$ cat src/rtl/i2c_slave_block.sv
// I2C target endpoint: oversampled SCL/SDA, START/STOP detection, 7-bit address match,
// write bytes out as a stream, read bytes served from a stream source. No clock stretching.
module i2c_slave_block #(
  parameter logic [6:0] SLAVE_ADDR = 7'h3C
) (
  input  logic       i2c_core_clock_i,
  input  logic       reset_n_i,
  input  logic       enable_i,
  input  logic       scl_i,
  input  logic       sda_i,
  output logic       sda_oe_o,
  output logic [7:0] rx_data_o,
  output logic       rx_valid_o,
  input  logic       rx_full_i,
  input  logic [7:0] tx_data_i,
  input  logic       tx_valid_i,
  output logic       tx_ready_o,
  output logic       tx_underrun_o,
  output logic       start_o,
  output logic       stop_o,
  output logic       busy_o,
  output logic       addr_match_o,
  output logic       rw_o
);

  typedef enum logic [2:0] {
    IDLE, ADDR, ADDR_ACK, RX_DATA, RX_ACK, TX_DATA, TX_ACK, WAIT_STOP
  } state_t;

  state_t     state;
  logic       scl_p0, scl_p1, scl_p2;
  logic       sda_p0, sda_p1, sda_p2;
  logic       scl_rise, scl_fall, start_det, stop_det;
  logic [7:0] shift;
  logic [7:0] byte_in;
  logic [7:0] tx_byte;
  logic [2:0] bit_cnt;
  logic       byte_done;
  logic       ack;

  // Stage p0/p1: two-flop synchronizer; p2: previous sample for edge detection.
  // Reset to the idle-bus level so no phantom edge appears after reset.
  always_ff @(posedge i2c_core_clock_i or negedge reset_n_i) begin
    if (!reset_n_i) begin
      scl_p0 <= 1'b1;
      scl_p1 <= 1'b1;
      scl_p2 <= 1'b1;
      sda_p0 <= 1'b1;
      sda_p1 <= 1'b1;
      sda_p2 <= 1'b1;
    end else begin
      scl_p0 <= scl_i;
      scl_p1 <= scl_p0;
      scl_p2 <= scl_p1;
      sda_p0 <= sda_i;
      sda_p1 <= sda_p0;
      sda_p2 <= sda_p1;
    end
  end

  assign scl_rise  = scl_p1 & ~scl_p2;
  assign scl_fall  = ~scl_p1 & scl_p2;
  assign start_det = scl_p1 & scl_p2 & sda_p2 & ~sda_p1;
  assign stop_det  = scl_p1 & scl_p2 & ~sda_p2 & sda_p1;
  assign byte_in   = {shift[6:0], sda_p1};
  assign tx_byte   = tx_valid_i ? tx_data_i : 8'hFF;

  // Stage p3: protocol FSM acting on the detected events; all outputs registered.
  always_ff @(posedge i2c_core_clock_i or negedge reset_n_i) begin
    if (!reset_n_i) begin
      state         <= IDLE;
      shift         <= 8'h00;
      bit_cnt       <= 3'd0;
      byte_done     <= 1'b0;
      ack           <= 1'b0;
      sda_oe_o      <= 1'b0;
      rx_data_o     <= 8'h00;
      rx_valid_o    <= 1'b0;
      tx_ready_o    <= 1'b0;
      tx_underrun_o <= 1'b0;
      start_o       <= 1'b0;
      stop_o        <= 1'b0;
      busy_o        <= 1'b0;
      addr_match_o  <= 1'b0;
      rw_o          <= 1'b0;
    end else begin
      rx_valid_o    <= 1'b0;
      tx_ready_o    <= 1'b0;
      tx_underrun_o <= 1'b0;
      start_o       <= 1'b0;
      stop_o        <= 1'b0;
      if (!enable_i) begin
        state        <= IDLE;
        sda_oe_o     <= 1'b0;
        busy_o       <= 1'b0;
        addr_match_o <= 1'b0;
        byte_done    <= 1'b0;
      end else if (start_det) begin
        state        <= ADDR;
        bit_cnt      <= 3'd0;
        byte_done    <= 1'b0;
        start_o      <= 1'b1;
        busy_o       <= 1'b1;
        addr_match_o <= 1'b0;
        sda_oe_o     <= 1'b0;
      end else if (stop_det) begin
        state        <= IDLE;
        byte_done    <= 1'b0;
        stop_o       <= 1'b1;
        busy_o       <= 1'b0;
        addr_match_o <= 1'b0;
        sda_oe_o     <= 1'b0;
      end else begin
        case (state)
          ADDR: begin
            if (scl_rise) begin
              shift   <= byte_in;
              bit_cnt <= bit_cnt + 3'd1;
              if (bit_cnt == 3'd7) begin
                if (shift[6:0] == SLAVE_ADDR) begin
                  rw_o         <= sda_p1;
                  addr_match_o <= 1'b1;
                  byte_done    <= 1'b1;
                end else begin
                  state <= WAIT_STOP;
                end
              end
            end else if (scl_fall && byte_done) begin
              state     <= ADDR_ACK;
              sda_oe_o  <= 1'b1;
              byte_done <= 1'b0;
            end
          end
          ADDR_ACK: begin
            if (scl_fall) begin
              bit_cnt <= 3'd0;
              if (!rw_o) begin
                state    <= RX_DATA;
                sda_oe_o <= 1'b0;
              end else begin
                state         <= TX_DATA;
                shift         <= tx_byte;
                sda_oe_o      <= ~tx_byte[7];
                tx_ready_o    <= tx_valid_i;
                tx_underrun_o <= ~tx_valid_i;
              end
            end
          end
          RX_DATA: begin
            if (scl_rise) begin
              shift   <= byte_in;
              bit_cnt <= bit_cnt + 3'd1;
              if (bit_cnt == 3'd7) begin
                byte_done <= 1'b1;
                ack       <= ~rx_full_i;
                if (!rx_full_i) begin
                  rx_data_o  <= byte_in;
                  rx_valid_o <= 1'b1;
                end
              end
            end else if (scl_fall && byte_done) begin
              state     <= RX_ACK;
              sda_oe_o  <= ack;
              byte_done <= 1'b0;
            end
          end
          RX_ACK: begin
            if (scl_fall) begin
              sda_oe_o <= 1'b0;
              bit_cnt  <= 3'd0;
              state    <= ack ? RX_DATA : WAIT_STOP;
            end
          end
          TX_DATA: begin
            // Bit 7 went out at load time; each fall presents the next lower bit.
            if (scl_fall) begin
              if (bit_cnt == 3'd7) begin
                state    <= TX_ACK;
                sda_oe_o <= 1'b0;
              end else begin
                bit_cnt  <= bit_cnt + 3'd1;
                shift    <= {shift[6:0], 1'b1};
                sda_oe_o <= ~shift[6];
              end
            end
          end
          TX_ACK: begin
            if (scl_rise) begin
              ack <= ~sda_p1;
            end else if (scl_fall) begin
              if (ack) begin
                state         <= TX_DATA;
                bit_cnt       <= 3'd0;
                shift         <= tx_byte;
                sda_oe_o      <= ~tx_byte[7];
                tx_ready_o    <= tx_valid_i;
                tx_underrun_o <= ~tx_valid_i;
              end else begin
                state    <= WAIT_STOP;
                sda_oe_o <= 1'b0;
              end
            end
          end
          WAIT_STOP: sda_oe_o <= 1'b0;
          default: ;
        endcase
      end
    end
  end

endmodule
$ cat config.mk
export PLATFORM = sky130hd
export DESIGN_NAME = i2c_slave_block
export DESIGN_NICKNAME = d
export VERILOG_FILES = /design/src/rtl/i2c_slave_block.sv
export SDC_FILE = /design/constraint.sdc
export NUM_CORES = 1
export LEC_CHECK = 0
export BUFFER_PORTS_ARGS = -buffer_cell sky130_fd_sc_hd__buf_2
export CAP_MARGIN = 20
export CORE_ASPECT_RATIO = 2
export CORE_MARGIN = 5
export CORE_UTILIZATION = 40
export CTS_BUF_LIST = sky130_fd_sc_hd__clkbuf_4 sky130_fd_sc_hd__clkbuf_8
export CTS_CLUSTER_DIAMETER = 120
export DETAILED_ROUTE_END_ITERATION = 6
export PLACE_DENSITY = 0.58
export REMOVE_ABC_BUFFERS = 1
export SLEW_MARGIN = 20
export SYNTH_ARGS = -nofsm -noshare
export SYNTH_HDL_FRONTEND = slang
export SYNTH_SLANG_ARGS = --single-unit
export TNS_END_PERCENT = 100
$ cat constraint.sdc
create_clock -name i2c_core_clock_i -period 2.05 [get_ports i2c_core_clock_i]
set_input_delay 0.3075 -clock i2c_core_clock_i [delete_from_list [all_inputs] [get_ports i2c_core_clock_i]]
set_output_delay 0.3075 -clock i2c_core_clock_i [all_outputs]
set_load 0.01 [all_outputs]
# [Yosys cells after proc, flatten, opt, wreduce, memory -nomap -nowiden]
# Index checks and enable logic that the tools add are counted.
# W data, S select, Z words.
[op_classes] n_bitwise=17 reduce_logical=15 n_addsub=1 mux=107 n_eq_ne=51
[op_table] operator="$mux W3" n=26
[op_table] operator="$mux W1" n=63
[op_table] operator="$mux W7" n=8
[op_table] operator="$ne A5 B5 Y1 const B" n=10
[op_table] operator="$ne A6 B6 Y1 const B" n=5
[op_table] operator="$pmux W7 S4" n=1
[op_table] operator="$reduce_and A12 Y1" n=2
[op_table] operator="$ne A2 B2 Y1 const B" n=11
[op_table] operator="$reduce_and A7 Y1" n=3
[op_table] operator="$reduce_and A10 Y1" n=2
[op_table] operator="$pmux W3 S6" n=1
[op_table] operator="$ne A4 B1 Y1 const B" n=4
[op_table] operator="$eq A3 B3 Y1 const B" n=5
[op_table] operator="$ne A3 B3 Y1 const B" n=5
[op_table] operator="$pmux W3 S4" n=1
[op_table] operator="$ne A10 B1 Y1 const B" n=1
[op_table] operator="$not A1 Y1" n=10
[op_table] operator="$ne A3 B1 Y1 const B" n=3
[op_table] operator="$ne A9 B1 Y1 const B" n=1
[op_table] operator="$mux W8" n=1
[op_table] operator="$pmux W1 S2" n=4
[op_table] operator="$reduce_and A4 Y1" n=2
[op_table] operator="$and A1 B1 Y1" n=7
[op_table] operator="$eq A7 B6 Y1 const B" n=1
[op_table] operator="12 further kinds" n=14
[totals] ff_bits=38 elab_cells=212 input_bits=15

# [Logic depth before layout (Yosys ltp)]
# Gate-level depths: netlist (run 1).
[logic_depth] word_depth=9 ltp_mapped=7 depth_no_buf=7

# [Least setup slack after synthesis (run 1)]
# Ideal clock, no wire load.
[synth_timing] kind="flip-flop to flip-flop" startpoint="register bit_cnt[0]" endpoint="register shift[0]" path_slack_ns=0.134 t_required_ns=1.925 t_arrival_ns=1.791 n_path_buf=0 setup_time_ns=0.125 path_stages_with_launch=8 cell_sequence="dfrtp_1 ha_1 ha_1 and3b_1 o21ai_1 nand2_1 nor2_2 mux2_2"
[synth_between] elab_chain_len=3
[synth_lines] item="start, declared" line="37" text="logic [2:0] bit_cnt;"
[synth_lines] item="start signal, assigned" line="118" text="bit_cnt <= bit_cnt + 3'd1;"
[synth_lines] item="start signal, assigned" line="152" text="bit_cnt <= bit_cnt + 3'd1;"
[synth_lines] item="start signal, assigned" line="181" text="bit_cnt <= bit_cnt + 3'd1;"
[synth_lines] item="$eq A3 B3 Y1" line="177" text="if (bit_cnt == 3'd7) begin"
[synth_lines] item="$ne A2 B2 Y1 (no line)"
[synth_lines] item="$reduce_and A12 Y1 (no line)"
[synth_lines] item="end signal, assigned" line="151" text="shift <= byte_in;"
[synth_lines] item="end signal, assigned" line="182" text="shift <= {shift[6:0], 1'b1};"
[synth_lines] item="end signal, assigned" line="194" text="shift <= tx_byte;"
[synth_lines] item="end, declared" line="34" text="logic [7:0] shift;"
# Every way passes these cells.
# A chain may end at the register's enable or synchronous reset.

# [Worst setup path in the final report (run 1)]
[layout_timing] startpoint="register bit_cnt[0]" endpoint="register bit_cnt[0]"
[layout_between] elab_chain_len=6
[layout_lines] item="$add A3 B1 Y3" line="118, 152, 181"
[layout_lines] item="$mux W3" line="177"
[layout_lines] item="$mux W3" line="176" text="if (scl_fall) begin"
[layout_lines] item="$pmux W3 S4" line="114" text="case (state)"
[layout_lines] item="$mux W3" line="106" text="end else if (stop_det) begin"
[layout_lines] item="$mux W3" line="98" text="end else if (start_det) begin"
# Several ways; a longest one is shown, not always the timed one. The select of a mux whose other input is x is not followed.

==> results of run 1 <==
## how the worst max path moves through the flow
| stage | from | depth (start not counted) | slack (ns) | end |
|---|---|---|---|---|
| 2_1_floorplan | sda_p1 | 5 | -0.04 | rx_data_o[0] |
| 3_3_place_gp | bit_cnt[0] | 7 | 0.1 | bit_cnt[0] |
| 3_5_place_dp | bit_cnt[0] | 7 | 0.06 | bit_cnt[0] |
| 4_1_cts | bit_cnt[0] | 7 | 0.05 | bit_cnt[0] |
| 5_1_grt | bit_cnt[0] | 8 | 0.004 | shift[0] |
| 6_report | bit_cnt[0] | 7 | 0.12 | bit_cnt[0] |
## final cells by class
cell class	count	area (µm²)	share of cell area
multi-input cells	141	1030	0.406
clock buffers	5	68.8	0.0272
clock inverters	3	68.8	0.0272
flip-flops and latches	38	958	0.379
inverters	7	26.3	0.0104
repair buffers	49	309	0.122
well taps	58	72.6	0.0287
## Yosys cell counts, types with 5 or more instances
cell,instances
mux2_4,8
mux2_2,10
a21oi_1,9
nor2b_1,5
buf_2,6
dfstp_2,6
inv_1,7
nor2_1,18
nand2_1,13
o21ai_0,17
dfrtp_1,32
nand2b_1,7
## sequential cells by signal, summed over array words and instances, names as in the netlist, 3 cells and up
signal and count:
shift 7, bit_cnt 3, state 3, rx_data_o 8
## worst max-delay path: stages (launching register included)
cell	delay, ns
dfrtp_1	0.39
ha_1	0.20
ha_1	0.19
and3b_1	0.19
o21ai_2	0.14
o21ai_1	0.09
a211o_1	0.35
mux2_2	0.28
## power by group through the flow
| stage | registers (mW) | clock network (mW) | logic [mW] |
|---|---|---|---|
| final | 1.07 | 0.782 | 0.798 |
| after global routing | 1.10 | 0.818 | 0.889 |
| after CTS | 1.07 | 0.790 | 0.770 |
| after detailed placement | 1.08 | 0 | 0.766 |
| after global placement | 1.08 | 0 | 0.762 |
| after floorplan | 1.06 | 0 | 0.473 |
## per-stage QoR
stage | power [mW] | utilization | cells
6_report | 2.65 | 0.497 | 301
5_1_grt | 2.81 | 0.497 | 301
4_1_cts | 2.63 | 0.491 | 300
3_5_place_dp | 1.84 | 0.462 | 291
3_3_place_gp | 1.84 | 0.462 | 291
2_1_floorplan | 1.54 | - | 186
## metal layers
layer	GRT usage	share of wire
met1	0.184	0.36
met2	0.320	0.59
met3	0.0267	0.031
met4	0.0579	0.020
met5	0	0
## cells by family (layout without fill, tap and decap cells)
kind of cell               Yosys count  in the layout  synth area share
and+or+nand+nor                     65             65             0.176
AOI/OAI and AO/OA                   52             52             0.169
DFF                                 38             38             0.466
muxes                               21             21             0.128
buffers and inverters               17             64            0.0438
adders and majority gates            2              2            0.0122
xor gates and xnor gates             1              1           0.00426
## timing repair
action | in CTS | in global routing
setup endpoints to repair | 0 | 10
buffers inserted | 0 | 1
endpoints found under the hold margin | 9 | 0
gates resized for setup | 0 | 6
hold buffers | 1 | 0
==> metrics, run 1 <==
status finished, final reports clean; skew final a little over 0.009 ns; Flop pwr share 0.404; Max Freq 517 MHz; gr usage total 0.172; Worst-Margin Slew 0.479 ns; ys async rst share 1.00; full die area 6760 µm²; Critical Path End Type flip-flop; # diodes 0; gpl congestion 0.945; Logic pwr share 0.301; first-pass GRT wire length 8800 µm; Hold Path Depth 1; H-Tree Depth 2; final hold slack 0.103 ns; RSZ-0062 raised after global routing false; clock sinks 38; Pins Over Slew Limit 0; remaining global-route overflow 0; vias per std cell around 5.5; Final Worst Setup Slack 0.117 ns; share of the synthesized area in the top cell type 0.390; vias 1651; Synth cell types 54; CTS max path bufs 2; Worst Hold Class primary input to flip-flop; setup TNS 0 ns; most frequent cells in the layout dfrtp_1, buf_2, nor2_1; Die Height 111 µm; sequential-to-total area share from yosys stat 0.466; yosys warns 0; Final Critical Period ~1.9 ns; # IOs 32; Final Cycle Share 0.943; WS Path Type flip-flop to flip-flop; Max Cap Viol 0; initial DRC count between 50 and 60; R2R cell count 7; CP required 2.22 ns; Worst EP arrival 2.11 ns; PD cells around 1000 nW/µm²; # fillers around 490; Switching Share 0.331; static leakage 1.18 nW; site row count 37; DRC Markers 0; total routed wirelength 5240 µm; Die Span X ~61 µm; share of layout cells above drive strength 1 0.387; count of final setup violators 0; top post-synthesis cells by area dfrtp_1, dfstp_2, mux2_4; TritonCTS clock tree built; initial antenna violation count 0; most common cell after layout, fill and taps aside dfrtp_1; worst vdd ir 0.711 mV; core area between 5000 and 6000 µm²; cts bufs inserted 5; Top FF cell, synth dfrtp_1; post-synthesis instance area around 2100 µm²; Max FO, Critical Path 3; Post-Synthesis Mean Instance Area 10.5 µm²; wire per inst 17.4 µm; capturing point of the worst reg2reg path bit_cnt[0]; EDFF count, synth 0; Fin. Hold Viols 0; min-delay src sda_i; Worst-Skew Late Latency between 0.2 and 0.3 ns; Routed Antenna Nets 0; Starting Density 0.404; Yosys top cell by area dfrtp_1; Final HPWL DP 4110 µm; P_sw 0.878 mW; WHS Endpoint sda_p0; placement-stage cell area 2350 µm²; flop2flop setup slack 0.12 ns; area delta synth->final 23.1%; vias in the first global route 1763; Worst Setup Start Kind flip-flop; largest net degree at the start of global routing 17; Seq cells post-synth 38; Rel. slew slack 0.680; Clock Power Share 0.295; clock-pin slew on the worst setup and hold paths 0.08 ns; buffers added on ports 31; root buffer cell clkbuf_8; Crit Reg-Reg Startpoint bit_cnt[0]; design area 2530 µm²; # nets final 259; first-pass iteration count of the detailed router 5; Synth Instances 196; Internal Power 1.77 mW; pre-CTS WS 0.0609 ns
(Power assumes the default switching activity.)
==> inputs of run 2 (changes only) <==
--- a/config.mk
+++ b/config.mk
@@ -7,7 +7,7 @@
 export LEC_CHECK = 0
 export BUFFER_PORTS_ARGS = -buffer_cell sky130_fd_sc_hd__buf_2
 export CAP_MARGIN = 20
-export CORE_ASPECT_RATIO = 2
+export CORE_ASPECT_RATIO = 1.5
 export CORE_MARGIN = 5
 export CORE_UTILIZATION = 40
 export CTS_BUF_LIST = sky130_fd_sc_hd__clkbuf_4 sky130_fd_sc_hd__clkbuf_8
==> metrics, run 2 (synthesis results as in run 1) <==
Biggest register rx_data_o; cts bufs inserted 5 (unchanged); Die Span X 68.5 µm (+13%); Starting Density 0.404 (+0.000596); Worst-Skew Late Latency 0.29 ns (about the same); Final Worst Setup Slack 0.120 ns (+0.00268 ns); Routed Antenna Nets 0 (unchanged); CTS max path bufs 2 (unchanged); root buffer cell clkbuf_8; Die Height 97.8 µm (-12%); status finished, final reports clean; area delta synth->final 23.3%; Max Freq 518 MHz (+0.14%); Final Total Pwr 2.66 mW (+0.21%); initial DRC count 103 (+87%); Worst Setup Start Kind flip-flop; gpl congestion 0.907 (-4.1%); fin cells 311 (+3.3%); postcts setup bufs 0 (unchanged); WS Path Type flip-flop to flip-flop; H-Tree Depth 2 (unchanged); Worst Hold Class primary input to flip-flop; initial antenna violation count 0 (unchanged); Rel. slew slack 0.684 (+0.00424); full die area 6700 µm² (-0.84%); first-pass GRT wire length 8700 µm (-1.2%); Final Util 0.499 (+0.00147); flop2flop setup slack 0.12 ns (about the same); Logic pwr share 0.303 (+0.002); core area 5080 µm² (-0.15%); # IOs 32 (unchanged); Switching Share 0.332 (+0.000937); Top Registers rx_data_o (8), shift (7); Max Cap Viol 0 (unchanged); design area 2530 µm² (+0.15%); P_sw 0.883 mW (+0.49%); Fin. Hold Viols 0 (unchanged); vias 1685 (+2.1%); pre-CTS WS 0.109 ns (+0.0481 ns); Pins Over Slew Limit 0 (unchanged); crit-path leading delay family flip-flops; Worst-Margin Slew 0.467 ns (-0.0117 ns); setup TNS 0 ns (unchanged); Largest register FFs 8 (unchanged); share of layout cells above drive strength 1 0.383 (-0.00412); placement-stage cell area 2370 µm² (+0.85%); RSZ-0062 raised after global routing false; # nets final 259 (unchanged); # diodes 0 (unchanged); largest net degree at the start of global routing 19 (+2); Final Critical Period 1.93 ns (-0.00268 ns); TritonCTS clock tree built; crit-path most repeated cell ha_1; count of final setup violators 0 (unchanged); clock sinks 38 (unchanged); worst vdd ir 0.786 mV (+11%); Final HPWL DP 3860 µm (-6.0%); wire per inst 16.6 µm (-4.7%); most common cell after layout, fill and taps aside dfrtp_1; buffers added on ports 31 (unchanged); CP required 2.23 ns (about the same); site row count 32 (-14%); PD cells 1050 nW/µm² (about the same); remaining global-route overflow 0 (unchanged); CP max stage delay 0.39 ns (about the same); DRC Markers 0 (unchanged); Clock Power Share 0.293 (-0.002); total routed wirelength 5160 µm (-1.5%); CP cell instances ha_1, ha_1, and3b_1, o21ai_1, nand2_1, nor2_2, buf_4, mux2_2; placed insts 302 (+3.8%); static leakage 1.18 nW (-0.17%); most frequent cells in the layout dfrtp_1, buf_2, nor2_1; Internal Power 1.78 mW (about the same); clock-pin slew on the worst setup and hold paths 0.08 ns (about the same); skew final 0.00701 ns (-0.00220 ns); vias in the first global route 1747 (-0.91%); Worst Path Buf+Inv 1 (+1); first-pass iteration count of the detailed router 4 (-1); Max FO, Critical Path 7 (+4); gr usage total 0.172 (+0.000796); Critical Path End Type flip-flop; final hold slack 0.102 ns (-0.00135 ns); Worst path slowest cell dfrtp_1; Flop pwr share 0.404 (about the same); Worst EP arrival 2.11 ns (about the same); Final Cycle Share 0.941 (-0.00131); vias per std cell 5.42 (-1.2%)
-- run 2: cell counts in the layout (fill, tap and decap cells not counted) --
No cell type changed its count.
-- run 2: worst register-to-register path, stage by stage, from the launching register on --
cell	delay, ns
dfrtp_1	0.39
ha_1	0.20
ha_1	0.19
and3b_1	0.17
o21ai_1	0.17
nand2_1	0.11
nor2_2	0.08
buf_4	0.17
mux2_2	0.34
-- run 2: path summary, 6_finish.rpt --
path,from,end,cells past startpoint
worst max-delay path,bit_cnt[0],shift[1],8
max in group asynchronous,reset_n_i,sda_p0,3
min in group asynchronous,reset_n_i,rw_o,2
worst min register to register,sda_p0,sda_p1,0
worst min-delay path,scl_i,scl_p0,1
worst max register to register,bit_cnt[0],shift[1],8
-- run 2: power by group through the flow --
stage	sequential [mW]	combinational (mW)	clock, mW
2_1_floorplan	1.06	0.473	0
3_3_place_gp	1.08	0.778	0
3_5_place_dp	1.08	0.784	0
4_1_cts	1.06	0.793	0.796
5_1_grt	1.09	0.892	0.823
6_report	1.07	0.805	0.779
-- run 2: what timing repair did --
item                                   CTS  global route
gates resized for setup                  0             3
hold buffers                             1             0
setup endpoints to repair                0             6
endpoints found under the hold margin   14             0
-- run 2: area by class of cell --
class	instances	area, µm²
multi-input cells	141	1020
inverters	7	26.3
flip-flops and latches	38	958
well taps	68	85.1
fillers	496	2550
repair buffers	49	305
clock buffers	5	68.8
clock inverters	3	68.8
-- run 2: per-layer routing --
layer | vias to the layer above | GRT usage | wire length [µm]
met3 | 18 | 0.0345 | 234
met5 | - | 0 | 0
met1 | 814 | 0.216 | 2120
li1 | 797 | - | -
met4 | 0 | 0.0919 | 246
met2 | 56 | 0.272 | 2560
